$ cat src/rtl/pipe_ctrl.sv
// Pipeline hazard/stall/flush controller with RUN/MEMWAIT/TRAP FSM and saturating perf counters.
// Define PIPE_CTRL_OVERFLOW_TRAP_EN to let MEM-stage arithmetic overflow raise a trap.
module pipe_ctrl #(
    parameter int MEM_TIMEOUT = 255,
    parameter int CNT_W       = 16
) (
    input  logic             Clk,
    input  logic             Reset,
    input  logic [4:0]       ID_Rs,
    input  logic [4:0]       ID_Rt,
    input  logic             ID_UsesRs,
    input  logic             ID_UsesRt,
    input  logic             EX_MemRead,
    input  logic [4:0]       EX_Rd,
    input  logic             MEM_BranchTaken,
    input  logic             MEM_Overflow,
    input  logic             MEM_OverflowEn,
    input  logic             MEM_Req,
    input  logic             Mem_Ready,
    input  logic             Cnt_clr,
    output logic             PC_stall,
    output logic             IF_ID_stall,
    output logic             IF_ID_flush,
    output logic             ID_EX_stall,
    output logic             ID_EX_flush,
    output logic             EX_MEM_stall,
    output logic             EX_MEM_flush,
    output logic             MEM_WB_stall,
    output logic             MEM_WB_flush,
    output logic [1:0]       PC_sel,
    output logic [1:0]       State,
    output logic [CNT_W-1:0] Stall_cnt,
    output logic [CNT_W-1:0] Flush_cnt
);

    localparam int WAIT_W = (MEM_TIMEOUT < 2) ? 1 : $clog2(MEM_TIMEOUT + 1);

    localparam logic [1:0] ST_RUN     = 2'b00;
    localparam logic [1:0] ST_MEMWAIT = 2'b01;
    localparam logic [1:0] ST_TRAP    = 2'b10;

    localparam logic [1:0] SEL_SEQ    = 2'b00;
    localparam logic [1:0] SEL_BRANCH = 2'b01;
    localparam logic [1:0] SEL_TRAP   = 2'b10;

    localparam logic [WAIT_W-1:0] TIMEOUT_VAL = WAIT_W'(MEM_TIMEOUT);

    function automatic logic [CNT_W-1:0] sat_inc(input logic [CNT_W-1:0] v);
        return (&v) ? v : v + CNT_W'(1);
    endfunction

    logic [1:0]        r_state;
    logic [WAIT_W-1:0] r_wait_cnt;
    logic [CNT_W-1:0]  r_stall_cnt;
    logic [CNT_W-1:0]  r_flush_cnt;

    logic              w_ovf_trap;
    logic              w_timeout;
    logic              w_load_use;
    logic              w_mem_miss;
    logic [1:0]        w_next_state;
    logic [WAIT_W-1:0] w_wait_next;
    logic              w_count_flush;
    logic              w_pc_stall;
    logic              w_if_id_stall;
    logic              w_id_ex_stall;
    logic              w_ex_mem_stall;
    logic              w_mem_wb_stall;
    logic              w_if_id_flush;
    logic              w_id_ex_flush;
    logic              w_ex_mem_flush;
    logic              w_mem_wb_flush;
    logic [1:0]        w_pc_sel;
    logic              w_active;

`ifdef PIPE_CTRL_OVERFLOW_TRAP_EN
    assign w_ovf_trap = MEM_Overflow & MEM_OverflowEn;
`else
    logic w_unused_ovf;
    assign w_unused_ovf = MEM_Overflow ^ MEM_OverflowEn;
    assign w_ovf_trap   = 1'b0;
`endif

    assign w_timeout  = (r_wait_cnt == TIMEOUT_VAL);
    assign w_mem_miss = MEM_Req & ~Mem_Ready;
    // Register 0 is hard-wired, so a load targeting it never creates a dependency.
    assign w_load_use = EX_MemRead && (EX_Rd != 5'd0) &&
                        ((ID_UsesRs && (ID_Rs == EX_Rd)) ||
                         (ID_UsesRt && (ID_Rt == EX_Rd)));

    always_comb begin
        w_next_state   = r_state;
        w_wait_next    = r_wait_cnt;
        w_count_flush  = 1'b0;
        w_pc_stall     = 1'b0;
        w_if_id_stall  = 1'b0;
        w_id_ex_stall  = 1'b0;
        w_ex_mem_stall = 1'b0;
        w_mem_wb_stall = 1'b0;
        w_if_id_flush  = 1'b0;
        w_id_ex_flush  = 1'b0;
        w_ex_mem_flush = 1'b0;
        w_mem_wb_flush = 1'b0;
        w_pc_sel       = SEL_SEQ;
        case (r_state)
            ST_RUN: begin
                if (w_ovf_trap) begin
                    {w_if_id_flush, w_id_ex_flush, w_ex_mem_flush, w_mem_wb_flush} = 4'b1111;
                    w_pc_sel     = SEL_TRAP;
                    w_next_state = ST_TRAP;
                    w_wait_next  = '0;
                end else if (MEM_BranchTaken) begin
                    {w_if_id_flush, w_id_ex_flush, w_ex_mem_flush} = 3'b111;
                    w_pc_sel      = SEL_BRANCH;
                    w_count_flush = 1'b1;
                end else if (w_mem_miss) begin
                    {w_pc_stall, w_if_id_stall, w_id_ex_stall, w_ex_mem_stall} = 4'b1111;
                    w_mem_wb_flush = 1'b1;
                    w_next_state   = ST_MEMWAIT;
                    w_wait_next    = WAIT_W'(1);
                end else if (w_load_use) begin
                    w_pc_stall    = 1'b1;
                    w_if_id_stall = 1'b1;
                    w_id_ex_flush = 1'b1;
                end
            end
            ST_MEMWAIT: begin
                // Completion beats the timeout: a response arriving on the last allowed cycle is kept.
                if (w_ovf_trap || (!Mem_Ready && w_timeout)) begin
                    {w_if_id_flush, w_id_ex_flush, w_ex_mem_flush, w_mem_wb_flush} = 4'b1111;
                    w_pc_sel     = SEL_TRAP;
                    w_next_state = ST_TRAP;
                    w_wait_next  = '0;
                end else if (Mem_Ready) begin
                    w_next_state = ST_RUN;
                    w_wait_next  = '0;
                end else begin
                    {w_pc_stall, w_if_id_stall, w_id_ex_stall, w_ex_mem_stall} = 4'b1111;
                    w_mem_wb_flush = 1'b1;
                    w_wait_next    = r_wait_cnt + WAIT_W'(1);
                end
            end
            ST_TRAP: begin
                {w_if_id_flush, w_id_ex_flush, w_ex_mem_flush, w_mem_wb_flush} = 4'b1111;
                w_pc_stall   = 1'b1;
                w_next_state = ST_RUN;
                w_wait_next  = '0;
            end
            default: begin
                w_next_state = ST_RUN;
                w_wait_next  = '0;
            end
        endcase
    end

    // Controls are held quiet during reset; within a segment a flush masks any stall.
    assign w_active     = ~Reset;
    assign PC_stall     = w_active & w_pc_stall;
    assign IF_ID_flush  = w_active & w_if_id_flush;
    assign ID_EX_flush  = w_active & w_id_ex_flush;
    assign EX_MEM_flush = w_active & w_ex_mem_flush;
    assign MEM_WB_flush = w_active & w_mem_wb_flush;
    assign IF_ID_stall  = w_active & w_if_id_stall  & ~w_if_id_flush;
    assign ID_EX_stall  = w_active & w_id_ex_stall  & ~w_id_ex_flush;
    assign EX_MEM_stall = w_active & w_ex_mem_stall & ~w_ex_mem_flush;
    assign MEM_WB_stall = w_active & w_mem_wb_stall & ~w_mem_wb_flush;
    assign PC_sel       = w_active ? w_pc_sel : SEL_SEQ;

    always_ff @(posedge Clk or posedge Reset) begin
        if (Reset) begin
            r_state    <= ST_RUN;
            r_wait_cnt <= '0;
        end else begin
            r_state    <= w_next_state;
            r_wait_cnt <= w_wait_next;
        end
    end

    always_ff @(posedge Clk or posedge Reset) begin
        if (Reset) begin
            r_stall_cnt <= '0;
            r_flush_cnt <= '0;
        end else if (Cnt_clr) begin
            r_stall_cnt <= '0;
            r_flush_cnt <= '0;
        end else begin
            if (PC_stall) begin
                r_stall_cnt <= sat_inc(r_stall_cnt);
            end
            if (w_count_flush) begin
                r_flush_cnt <= sat_inc(r_flush_cnt);
            end
        end
    end

    assign State     = r_state;
    assign Stall_cnt = r_stall_cnt;
    assign Flush_cnt = r_flush_cnt;

endmodule

$ cat config.mk
export PLATFORM = sky130hd
export DESIGN_NAME = pipe_ctrl
export DESIGN_NICKNAME = d
export VERILOG_FILES = /design/src/rtl/pipe_ctrl.sv
export SDC_FILE = /design/constraint.sdc
export NUM_CORES = 1
export LEC_CHECK = 0
export ABC_AREA = 0
export BUFFER_PORTS_ARGS = -buffer_cell sky130_fd_sc_hd__buf_2
export CORE_MARGIN = 4
export CORE_UTILIZATION = 49
export CTS_BUF_LIST = sky130_fd_sc_hd__clkbuf_8
export DETAILED_ROUTE_END_ITERATION = 6
export PLACE_DENSITY_LB_ADDON = 0.15
export SYNTH_ARGS = -nofsm -noshare
export SYNTH_HDL_FRONTEND = slang
export SYNTH_SLANG_ARGS = --single-unit
$ cat constraint.sdc
create_clock -name Clk -period 1.85 [get_ports Clk]
set_input_delay 0.0925 -clock Clk [delete_from_list [all_inputs] [get_ports Clk]]
set_output_delay 0.0925 -clock Clk [all_outputs]
set_load 0.05 [all_outputs]
Word level (Yosys, flattened, before mapping)
Index checks and enable logic that the tools add are counted.

Bits of input ports: 26. Word-level logic and storage cells: 87. Output and inout port bits: 45. Flip-flop bits (word level): 42.

Mux-type cells: 39. Reduce and logical (&&, ||, !) cells: 17. Add/sub/neg operators: 3. Equality and inequality tests: 10. Bitwise gates (word level): 14.

Operator list (count): two-way mux 16 bit (6); adder 16 x 1 -> 16 bit, second input constant (2); two-way mux 8 bit (4); AND reduction 16 bit (2); one-hot mux 8 bit (2 select lines) (1); two-way mux 1 bit (14); two-way mux 2 bit (6); one-hot mux 1 bit (3 select lines) (4); bitwise AND 1 bit (10); equality test 5 bit (2); adder 8 x 1 -> 8 bit, second input constant (1); equality test 8 bit, second input constant (1); != test 2 bit, second input constant (4); one-hot mux 2 bit (2 select lines) (2); AND reduction 2 bit (3); logical AND 1 bit (5); nonzero test 5 bit (1); inverter 1 bit (4); one-hot mux 1 bit (2 select lines) (2); nonzero test 2 bit (2); != test 3 bit, second input constant (1); AND reduction 3 bit (1); equality test 2 x 1 -> 1 bit, second input constant (1); equality test 2 bit, second input constant (1); other kinds (3) (3).

Longest topological paths before layout
Gate-level depths: netlist (run 1).

Word-level depth: 11. Depth in mapped cells: 8. Mapped depth without buffers: 7.

Worst setup path before layout (run 1)
OpenSTA, ideal clock, no wires.

Path type: reg-to-output. Start point: reg r_state[0] (netlist: State[0]). End point: out EX_MEM_stall. Setup slack: -909 ps. Data required time: 1757 ps. Cell stages (with the launch flop): 7. Path buffers: 2. Data arrival time: 2666 ps. Cell sequence: dfrtp_1 > buf_6 > nand2b_1 > or3_1 > clkbuf_1 > nand2_1 > nor3b_1.

Longest elaborated chain between the ends: 4. Elaborated cells between the ends (all ways): 8. Classes of those cells: eq/ne (2); mux (2); bitwise (3); reduce/logical (1).

Ends and longest elaborated chain: start, declared (line 52) `logic [1:0] r_state;`; start signal, assigned (line 174) `r_state <= w_next_state;`; equality test 2 x 1 -> 1 bit, or another cell as far along (line 105) `case (r_state)`; one-hot mux 1 bit (2 select lines) / one-hot mux 1 bit (3 select lines) (equally long branches) (line 105); bitwise AND 1 bit / inverter 1 bit (equally long branches) (line 165) `assign EX_MEM_stall = w_active & w_ex_mem_stall & ~w_ex_mem_flush;`; bitwise AND 1 bit (*) (line 165); end, declared (line 26) `output logic EX_MEM_stall,`.

Mark *: on every way between the ends. The rest lies on a longest branch, timed or not.

Worst setup path after layout (run 1)
Start point: reg r_wait_cnt[1]. End point: out IF_ID_stall.

Longest elaborated chain between the ends: 6. Elaborated cells between the ends (all ways): 9. Classes of those cells: eq/ne (1); mux (4); bitwise (3); reduce/logical (1).

Ends and longest elaborated chain: start, declared (line 53) `logic [WAIT_W-1:0] r_wait_cnt;`; start signal, assigned (line 175) `r_wait_cnt <= w_wait_next;`; equality test 8 bit (*) (line 84) `assign w_timeout = (r_wait_cnt == TIMEOUT_VAL);`; logical AND 1 bit (*) (line 129) `if (w_ovf_trap || (!Mem_Ready && w_timeout)) begin`; two-way mux 1 bit (line 129); one-hot mux 1 bit (2 select lines) / one-hot mux 1 bit (3 select lines) (equally long branches) (line 105); bitwise AND 1 bit / inverter 1 bit (equally long branches) (line 163) `assign IF_ID_stall = w_active & w_if_id_stall & ~w_if_id_flush;`; bitwise AND 1 bit (*) (line 163); end, declared (line 22) `output logic IF_ID_stall,`.

Marked as above.

==> metrics.cfg, run 1 <==
[yosys]
ys_ff_latch = 42
async_flop_share = 1.000
synth_edf_count = 0
synth_cells = 300
synth_fp_nets = 329
synth_top_area_frac = 0.4015
synthDistinctLibCells = 52
yosys.area.top_type = dfrtp_1
synthesis.area_mm2 = 0.002618
seq_area_frac_synth = 0.4015
yosys-top-cells-area = dfrtp_1 40%, xnor2_1 6.4%, nor2_1 5.4%, a21oi_1 3.6%, nand2_1 3.2%
syn_avg_cell_area_um2 = 8.725
synth-main-ff-cell = dfrtp_1
yosys_warnings = 0

[worst_setup_path]
cp_slowest_cell = dfrtp_1
cp_data_arrival_time_ns = 1.99
critPathLaunchType = flop
cpPeakStageDelay_ns = 0.41
path_cells = ha_4 -> nand3_4 -> buf_6 -> nor2_4 -> nand3_4 -> o32ai_4 -> buf_4 -> a211oi_4 -> buf_6
worst-path-stages = 9
path_class = flop to output port
path_delay_family = buffers and inverters
reg2reg_depth = 10
end_kind = output port
cp.buffers_inverters = 3
cp.required_ns = 1.76
worst-path-max-fanout = 4

[clock_tree]
clock_latency_ns = 0.30
cts_sinks = 42
path_clk_slew_ns = 0.09
htreeDepth = 2
cts_buffer_depth = 2
cts_tree = built
numCtsBuffers = 5
ctsRootBufferMaster = clkbuf_8

[place]
post_dp_cell_area_mm2 = 0.003720
dp.cells = 491
dpl.hpwl_um = 5429
dpl_worst_slack_ns = -0.1975
port_buffers = 67
place_congestion = 0.8719

[layout]
stdcell_count = 514
final_cell_mix = 70 x buf_4, 59 x buf_2, 33 x nor2_1
fill_cells = 313
final_area_mm2 = 0.004274
diodes = 0
layout_commonest_cell = buf_4
nNetsFinal = 472
drive_gt1_frac = 0.5901
area_growth_pct = 63.29

[routing]
routed_wl_um = 8635
drtAntennaViolNets = 0
wl_per_cell_um = 16.80
num_vias = 2917
drc_errors = 0
drt-pass1-iter-count = 5
vias_per_cell = 5.675
drtIter0Drc = 183

[pwr]
cellLeakagePower_uw = 0.001886
power_density_mw_per_mm2 = 516.8
max-vdd-ir-drop_uv = 556.4

[grt]
grt_pass1_vias = 2866
grt_pass1_wl_um = 13170
grt_usage = 0.2538
grt_max_degree = 44
antenna_found_initial = 0
overflow = 0

[timing]
worst_pin_slew_ns = 0.5389
fin_ws_ns = -0.2285
final_hold_viol_count = 0
period_share = 1.124
setup_violations = 20
finalCriticalPeriod_ns = 2.078
drv_slew = 0
fmax_mhz = 481.1
slew_headroom = 0.6407
rsz0062_at_grt = yes
skew_ns = 0.01034

[status]
violations = setup timing
outcome = finished with violations

[floorplan]
core_area_mm2 = 0.005140
die-area_mm2 = 0.006576
chipHeight_um = 81.09
die_w_um = 81.09
pin_count = 71
rows = 26
start_util = 0.5093

[worst_hold_path]
hold_class = input port to async pin

[run]
maxCapViolCount = 0

[kinds of logic after synthesis]
| logic type | after synthesis | share of synthesized area |
|---|---|---|
| and+or+nand+nor | 137 | 0.2782 |
| AOI/OAI and AO/OA | 64 | 0.1616 |
| DFF | 42 | 0.4015 |
| buffers and inverters | 28 | 0.05401 |
| xor gates and xnor gates | 21 | 0.07027 |
| muxes | 4 | 0.01864 |
| adders and majority gates | 3 | 0.01434 |
| other | 1 | 0.001433 |
[metal layers]
layer  up-vias  track usage  part of all wire
li1       1368            -                 -
met1      1422       0.3044              0.39
met2       111       0.4696              0.54
met3        16      0.04545             0.052
met4         0      0.05743             0.015
met5         -            0                 0
[sequential cells by signal, indices dropped and copies added, names as in the netlist]
name,flops
r_wait_cnt,8
Stall_cnt,16
State,2
Flush_cnt,16
[per-stage QoR]
step | hold WS [ns] | power [µW] | setup TNS [ns] | utilization
2_1_floorplan | 0.09518 | 1253 | -1.267 | -
3_3_place_gp | 0.4479 | 1400 | -0.9110 | 0.7237
3_5_place_dp | 0.4588 | 1413 | -2.651 | 0.7237
4_1_cts | 0.1277 | 2165 | -1.815 | 0.7797
5_1_grt | 0.1781 | 2311 | -4.023 | 0.8315
6_report | 0.1235 | 2209 | -2.357 | 0.8315
[cell usage after synthesis (all sizes together), types with 2 or more instances]
cell type / number
o31ai: 6
xnor2: 19
nand4: 10
clkbuf: 8
nor3b: 3
nand2b: 3
a41o: 4
o22ai: 2
o21ai: 17
xor2: 2
nor3: 11
o2111ai: 4
inv: 13
a31o: 2
a21oi: 20
ha: 3
nor4: 4
buf: 7
dfrtp: 42
or4: 7
nand2: 23
or3: 6
a21o: 2
and2: 3
mux2: 4
nor2: 39
nor2b: 4
nand3: 13
and3: 8
[worst min-delay path, stage by stage]
cell        delay [ns]
buf_2             0.21
clkinvlp_4        0.12
buf_4             0.46
[report_power, final]
group	internal [µW]	switching, µW	total (µW)	leakage [µW]
sequential	938	24.3	963	0.000533
combinational	235	295	530	0.00129
clock	393	323	716	0.0000607
total	1570	642	2210	0.00189
[repair_timing]
item,CTS,global route
pin swaps,11,23
setup buffers,6,10
hold buffers,0,0
gates resized for setup,34,45
cloned,0,1
endpoints found under the setup margin,32,35
[cell type report]
type                       instances  area, µm²  area share
timing repair buffer             150       1069      0.2500
tap                               70      87.58     0.02049
multi-input combinational        231       1872      0.4379
clock inverter                     3      37.54    0.008782
clock buffer                       5      68.82     0.01610
inverter                          13      52.55     0.01230
sequential                        42       1087      0.2544
[final timing paths]
kind	to	slack (ns)	from
min in group Clk	Stall_cnt[13]	0.18	Cnt_clr
hold / removal	Stall_cnt[14]	0.12	Reset
max in group asynchronous	Stall_cnt[11]	1.32	Reset
setup / recovery	IF_ID_stall	-0.23	r_wait_cnt[1]
hold reg to reg	r_wait_cnt[4]	0.51	r_wait_cnt[4]
setup reg to reg	Stall_cnt[6]	-0.15	r_wait_cnt[1]
(Power assumes the default switching activity.)
==> inputs of run 2 (changes only) <==
--- a/config.mk
+++ b/config.mk
@@ -7,11 +7,13 @@
 export LEC_CHECK = 0
 export ABC_AREA = 0
 export BUFFER_PORTS_ARGS = -buffer_cell sky130_fd_sc_hd__buf_2
+export CAP_MARGIN = 20
 export CORE_MARGIN = 4
-export CORE_UTILIZATION = 49
+export CORE_UTILIZATION = 54
 export CTS_BUF_LIST = sky130_fd_sc_hd__clkbuf_8
 export DETAILED_ROUTE_END_ITERATION = 6
 export PLACE_DENSITY_LB_ADDON = 0.15
+export SKIP_CTS_REPAIR_TIMING = 1
 export SYNTH_ARGS = -nofsm -noshare
 export SYNTH_HDL_FRONTEND = slang
 export SYNTH_SLANG_ARGS = --single-unit
==> constraint.sdc (replaced) <==
create_clock -name Clk -period 2.3 [get_ports Clk]
set_input_delay 0.115 -clock Clk [delete_from_list [all_inputs] [get_ports Clk]]
set_output_delay 0.115 -clock Clk [all_outputs]
set_load 0.05 [all_outputs]
==> run 2 against run 1 <==
The flow now finishes without violations. Utilization fell by 14 points. First-iteration DRC count fell by 39%. Critical path depth fell by 1. Combinational power fell by 46%. Flip-flop and latch count did not move. Sequential power fell by 20%. Worst hold slack got worse by 0.071 ns. Sequential share of layout area rose by 6.9 points. Clock power fell by 29%. Critical endpoint is now IF_ID_flush. Highest routed layer unchanged.
==> metrics.cfg, run 2 (same netlist as run 1, synthesis figures left out) <==
[status]
outcome = complete, no violations

[layout]
stdcell_count = 442  ; -14%
diodes = 0  ; unchanged
area_growth_pct = 24.19
fill_cells = 385  ; +23%
multiInputGateArea_mm2 = 0.001501  ; -20%
drive_gt1_frac = 0.3040  ; -0.2861
final_cell_mix = 64 x buf_2, 42 x dfrtp_1, 36 x nor2_1
nNetsFinal = 403  ; -15%
regArea_mm2 = 0.001051  ; -3.3%
layout_commonest_cell = buf_2

[pwr]
power_density_mw_per_mm2 = 481.7  ; -6.8%
cellLeakagePower_uw = 0.001448  ; -23%
max-vdd-ir-drop_uv = 446.6  ; -20%

[routing]
drt-pass1-iter-count = 4  ; -1
wl_per_cell_um = 13.92  ; -17%
num_vias = 2457  ; -16%
drtIter0Drc = 111  ; -39%
vias_per_cell = 5.559  ; -2.0%
routed_wl_um = 6154  ; -29%
drc_errors = 0  ; unchanged
drtAntennaViolNets = 0  ; unchanged

[timing]
finalCriticalPeriod_ns = 2.246
slew_headroom = 0.5737  ; -0.06697
skew_ns = 0.01230  ; +0.001961 ns
drv_slew = 0  ; unchanged
worst_pin_slew_ns = 0.6394  ; +0.1005 ns
setup_violations = 0  ; -100%
fmax_mhz = 445.2
final_hold_viol_count = 0  ; unchanged
whs_ns = 0.05239  ; -0.07111 ns
rsz0062_at_grt = yes
fin_setup_tns_ns = 0  ; +2.357 ns
period_share = 0.9766

[clock_tree]
cts_buffer_depth = 2  ; unchanged
htreeDepth = 2  ; unchanged
ctsRootBufferMaster = clkbuf_8
numCtsBuffers = 5  ; unchanged
cts_sinks = 42  ; unchanged
cts_tree = built
path_clk_slew_ns = 0.09  ; about the same
clock_latency_ns = 0.30  ; about the same

[grt]
antenna_found_initial = 0  ; unchanged
overflow = 0  ; unchanged
grt_max_degree = 44  ; unchanged
grt_pass1_vias = 2234  ; -22%
grt_pass1_wl_um = 10360  ; -21%
grt_usage = 0.2098  ; -0.04397

[worst_setup_path]
end_kind = output port
path_class = flop to output port
critPathLaunchType = flop
cp.required_ns = 2.18  ; +0.42 ns
worst-path-max-fanout = 4  ; unchanged
cp_data_arrival_time_ns = 2.13  ; +0.14 ns

[floorplan]
core_area_mm2 = 0.004723  ; -8.1%
chipHeight_um = 77.62  ; -4.3%
pin_count = 71  ; unchanged
start_util = 0.5542  ; +0.04492
die_w_um = 77.62  ; -4.3%
die-area_mm2 = 0.006025  ; -8.4%
rows = 25  ; -3.8%

[place]
dpl.hpwl_um = 4402  ; -19%
port_buffers = 67  ; unchanged
dp.cells = 431  ; -12%
place_congestion = 0.8244  ; -5.4%

[run]
maxCapViolCount = 0  ; unchanged

[worst_hold_path]
hold_class = input port to async pin

run 2: cell types whose count changed in the layout (fill, tap and decap cells not counted), sizes merged:
cell,change
buf,-68
inv,-2
a31o,-1
bufinv,-1
clkbuf,+1
clkinv,+1
clkinvlp,+1
run 2: worst max-delay path, stage by stage (launching register included):
cell     delay (ns)
dfrtp_1        0.38
ha_2           0.20
nand3_1        0.11
buf_4          0.17
nor2_4         0.14
nand3_4        0.11
o32ai_4        0.27
and2_2         0.20
buf_2          0.26
run 2: area by class of cell:
type	count	area share
clock buffers	6	0.02540
clock inverters	2	0.003849
inverters	13	0.01617
multi-input cells	230	0.4619
flip-flops and latches	42	0.3233
well taps	67	0.02579
repair buffers	82	0.1436
run 2: metal layers:
metal / wire [µm] / part of all wire / up-vias / track usage
li1: - / - / 1222 / -
met1: 2814 / 0.46 / 1180 / 0.2799
met2: 3021 / 0.49 / 48 / 0.3433
met3: 252 / 0.041 / 7 / 0.04524
met4: 65 / 0.011 / 0 / 0.05872
met5: 0 / 0 / - / 0
run 2: power breakdown:
part | total [µW] | internal, µW | switching (µW) | leakage [µW]
Sequential | 771 | 754 | 17.0 | 0.000581
Combinational | 285 | 102 | 183 | 0.000820
Clock | 510 | 242 | 269 | 0.0000472
Total | 1570 | 1100 | 468 | 0.00145
run 2: through the flow:
step / setup WS [ns] / util / total power (µW) / instance area [µm²]
after floorplan: -0.02686 / - / 978.8 / 2654
final: 0.05373 / 0.6882 / 1566 / 3251
after global routing: -0.07939 / 0.6882 / 1635 / 3251
after global placement: 0.2002 / 0.6501 / 1046 / 3070
after detailed placement: 0.1472 / 0.6501 / 1052 / 3070
after CTS: -0.07244 / 0.6702 / 1562 / 3166
run 2: path summary, 6_finish.rpt:
check | startpoint | to | slack [ns] | cells after the start
setup / recovery | r_wait_cnt[1] | IF_ID_flush | 0.05 | 8
hold / removal | Reset | Stall_cnt[9] | 0.05 | 3
hold reg to reg | r_wait_cnt[2] | r_wait_cnt[2] | 0.50 | 1
min in group Clk | MEM_BranchTaken | State[0] | 0.25 | 4
setup reg to reg | State[0] | Stall_cnt[14] | 0.18 | 7
max in group asynchronous | Reset | Flush_cnt[11] | 1.87 | 3
==> inputs of run 3 (changes only) <==
==> constraint.sdc (replaced) <==
create_clock -name Clk -period 2.5 [get_ports Clk]
set_input_delay 0.125 -clock Clk [delete_from_list [all_inputs] [get_ports Clk]]
set_output_delay 0.125 -clock Clk [all_outputs]
set_load 0.05 [all_outputs]
==> run 3 against run 2 <==
Clock-buffer cell count down 1. Clock power down 16%. Sequential share of layout area up 1.1 points. Combinational power down 16%. Power down 12%. Register-to-register slack better by 0.09 ns. Sequential power down 7.7%. Global-route usage down 0.80 points. Die area unchanged. Critical endpoint is now ID_EX_stall.
==> metrics.cfg, run 3 (same netlist as run 1, synthesis figures left out) <==
[status]
outcome = complete, no violations

[layout]
nNetsFinal = 397  ; -1.5%
layout_commonest_cell = buf_2
stdcell_count = 436  ; -1.4%
final_cell_mix = 66 x buf_2, 42 x dfrtp_1, 37 x nor2_1
drive_gt1_frac = 0.2764  ; -0.02758
diodes = 0  ; unchanged
final_area_mm2 = 0.003142  ; -3.3%
area_growth_pct = 20.03
fill_cells = 427  ; +11%

[pwr]
total_power_uw = 1382  ; -12%
cellLeakagePower_uw = 0.001420  ; -1.9%
max-vdd-ir-drop_uv = 262.4  ; -41%
power_density_mw_per_mm2 = 439.7  ; -8.7%

[worst_setup_path]
rr_endpoint = Stall_cnt[14]
cp.required_ns = 2.38  ; +0.20 ns
cp_data_arrival_time_ns = 2.21  ; +0.08 ns
r2r_setup_slack_ns = 0.27  ; +0.09 ns
rr_startpoint = State[0]
end_kind = output port
reg2reg_depth = 7  ; unchanged
worst-path-max-fanout = 7  ; +3
critPathLaunchType = flop
path_class = flop to output port

[timing]
finalCriticalPeriod_ns = 2.333
skew_ns = 0.008131  ; -0.004172 ns
whs_ns = 0.06834  ; +0.01594 ns
drv_slew = 0  ; unchanged
slew_headroom = 0.5229  ; -0.05079
worst_pin_slew_ns = 0.7101  ; +0.07072 ns
fmax_mhz = 428.7
final_hold_viol_count = 0  ; unchanged
period_share = 0.9331
rsz0062_at_grt = no
setup_violations = 0  ; unchanged

[place]
place_congestion = 0.8531  ; +3.5%
port_buffers = 67  ; unchanged
dpl.hpwl_um = 4257  ; -3.3%
post_dp_cell_area_mm2 = 0.003010  ; -2.0%
dp.cells = 425  ; -1.4%

[worst_hold_path]
hold_class = input port to async pin

[routing]
drtAntennaViolNets = 0  ; unchanged
drtIter0Drc = 118  ; +6.3%
drc_errors = 0  ; unchanged
vias_per_cell = 5.576  ; +0.30%
wl_per_cell_um = 13.64  ; -2.0%
drt-pass1-iter-count = 4  ; unchanged
routed_wl_um = 5947  ; -3.4%
num_vias = 2431  ; -1.1%

[clock_tree]
clock_latency_ns = 0.29  ; about the same
cts_buffer_depth = 2  ; unchanged
htreeDepth = 2  ; unchanged
numCtsBuffers = 5  ; unchanged
cts_sinks = 42  ; unchanged
cts_tree = built
path_clk_slew_ns = 0.09  ; about the same
ctsRootBufferMaster = clkbuf_8

[grt]
overflow = 0  ; unchanged
antenna_found_initial = 0  ; unchanged
grt_usage = 0.2018  ; -0.008017
grt_pass1_wl_um = 10110  ; -2.4%
grt_pass1_vias = 2289  ; +2.5%
grt_max_degree = 44  ; unchanged

[run]
maxCapViolCount = 0  ; unchanged

[floorplan]
chipHeight_um = 77.62  ; unchanged
die_w_um = 77.62  ; unchanged
start_util = 0.5542  ; unchanged
core_area_mm2 = 0.004723  ; unchanged
rows = 25  ; unchanged
die-area_mm2 = 0.006025  ; unchanged
pin_count = 71  ; unchanged

run 3: how the worst max path moves through the flow:
stage	from	end	slack, ns	cells after the start
after floorplan	r_wait_cnt[0]	IF_ID_flush	-0.005	7
after global placement	r_wait_cnt[0]	Stall_cnt[12]	0.33	7
after detailed placement	r_wait_cnt[0]	Stall_cnt[12]	0.31	7
after CTS	r_wait_cnt[0]	ID_EX_stall	0.1	7
after global routing	r_wait_cnt[0]	EX_MEM_flush	0.002	8
final	r_wait_cnt[0]	ID_EX_stall	0.17	7
run 3: routing by layer:
layer / track usage / share of wire / up-vias
li1: - / - / 1218
met1: 0.2735 / 0.48 / 1149
met2: 0.3305 / 0.47 / 62
met3: 0.03712 / 0.050 / 2
met4: 0.05516 / 0.0049 / 0
met5: 0 / 0 / -
run 3: final cells by class:
cell class	count	area [µm²]	share of cell area
Timing Repair Buffer	76	405.4	0.1290
Tap cell	67	83.83	0.02668
Multi-Input combinational cell	230	1466	0.4667
Clock buffer	5	68.82	0.02190
Clock inverter	3	17.52	0.005575
Inverter	13	48.80	0.01553
Sequential cell	42	1051	0.3345
run 3: through the flow:
stage / setup WS, ns / setup TNS, ns / utilization
final: 0.1672 / 0 / 0.6652
after global routing: 0.002151 / 0 / 0.6652
after CTS: 0.09621 / 0 / 0.6556
after detailed placement: 0.3098 / 0 / 0.6374
after global placement: 0.3264 / 0 / 0.6374
after floorplan: -0.005131 / -0.005131 / -
run 3: worst max-delay path, cell delays in order, from the launching register on:
cell and delay [ns]:
dfrtp_1 0.41, ha_1 0.24, nand3_2 0.14, nor3_2 0.08
or3_1 0.49, nand2_1 0.13, nor3b_2 0.15, buf_2 0.28
run 3: where the power goes:
group,switching [µW],internal (µW)
clock,236,193
combinational,160,80.3
sequential,18.2,693
total,415,967
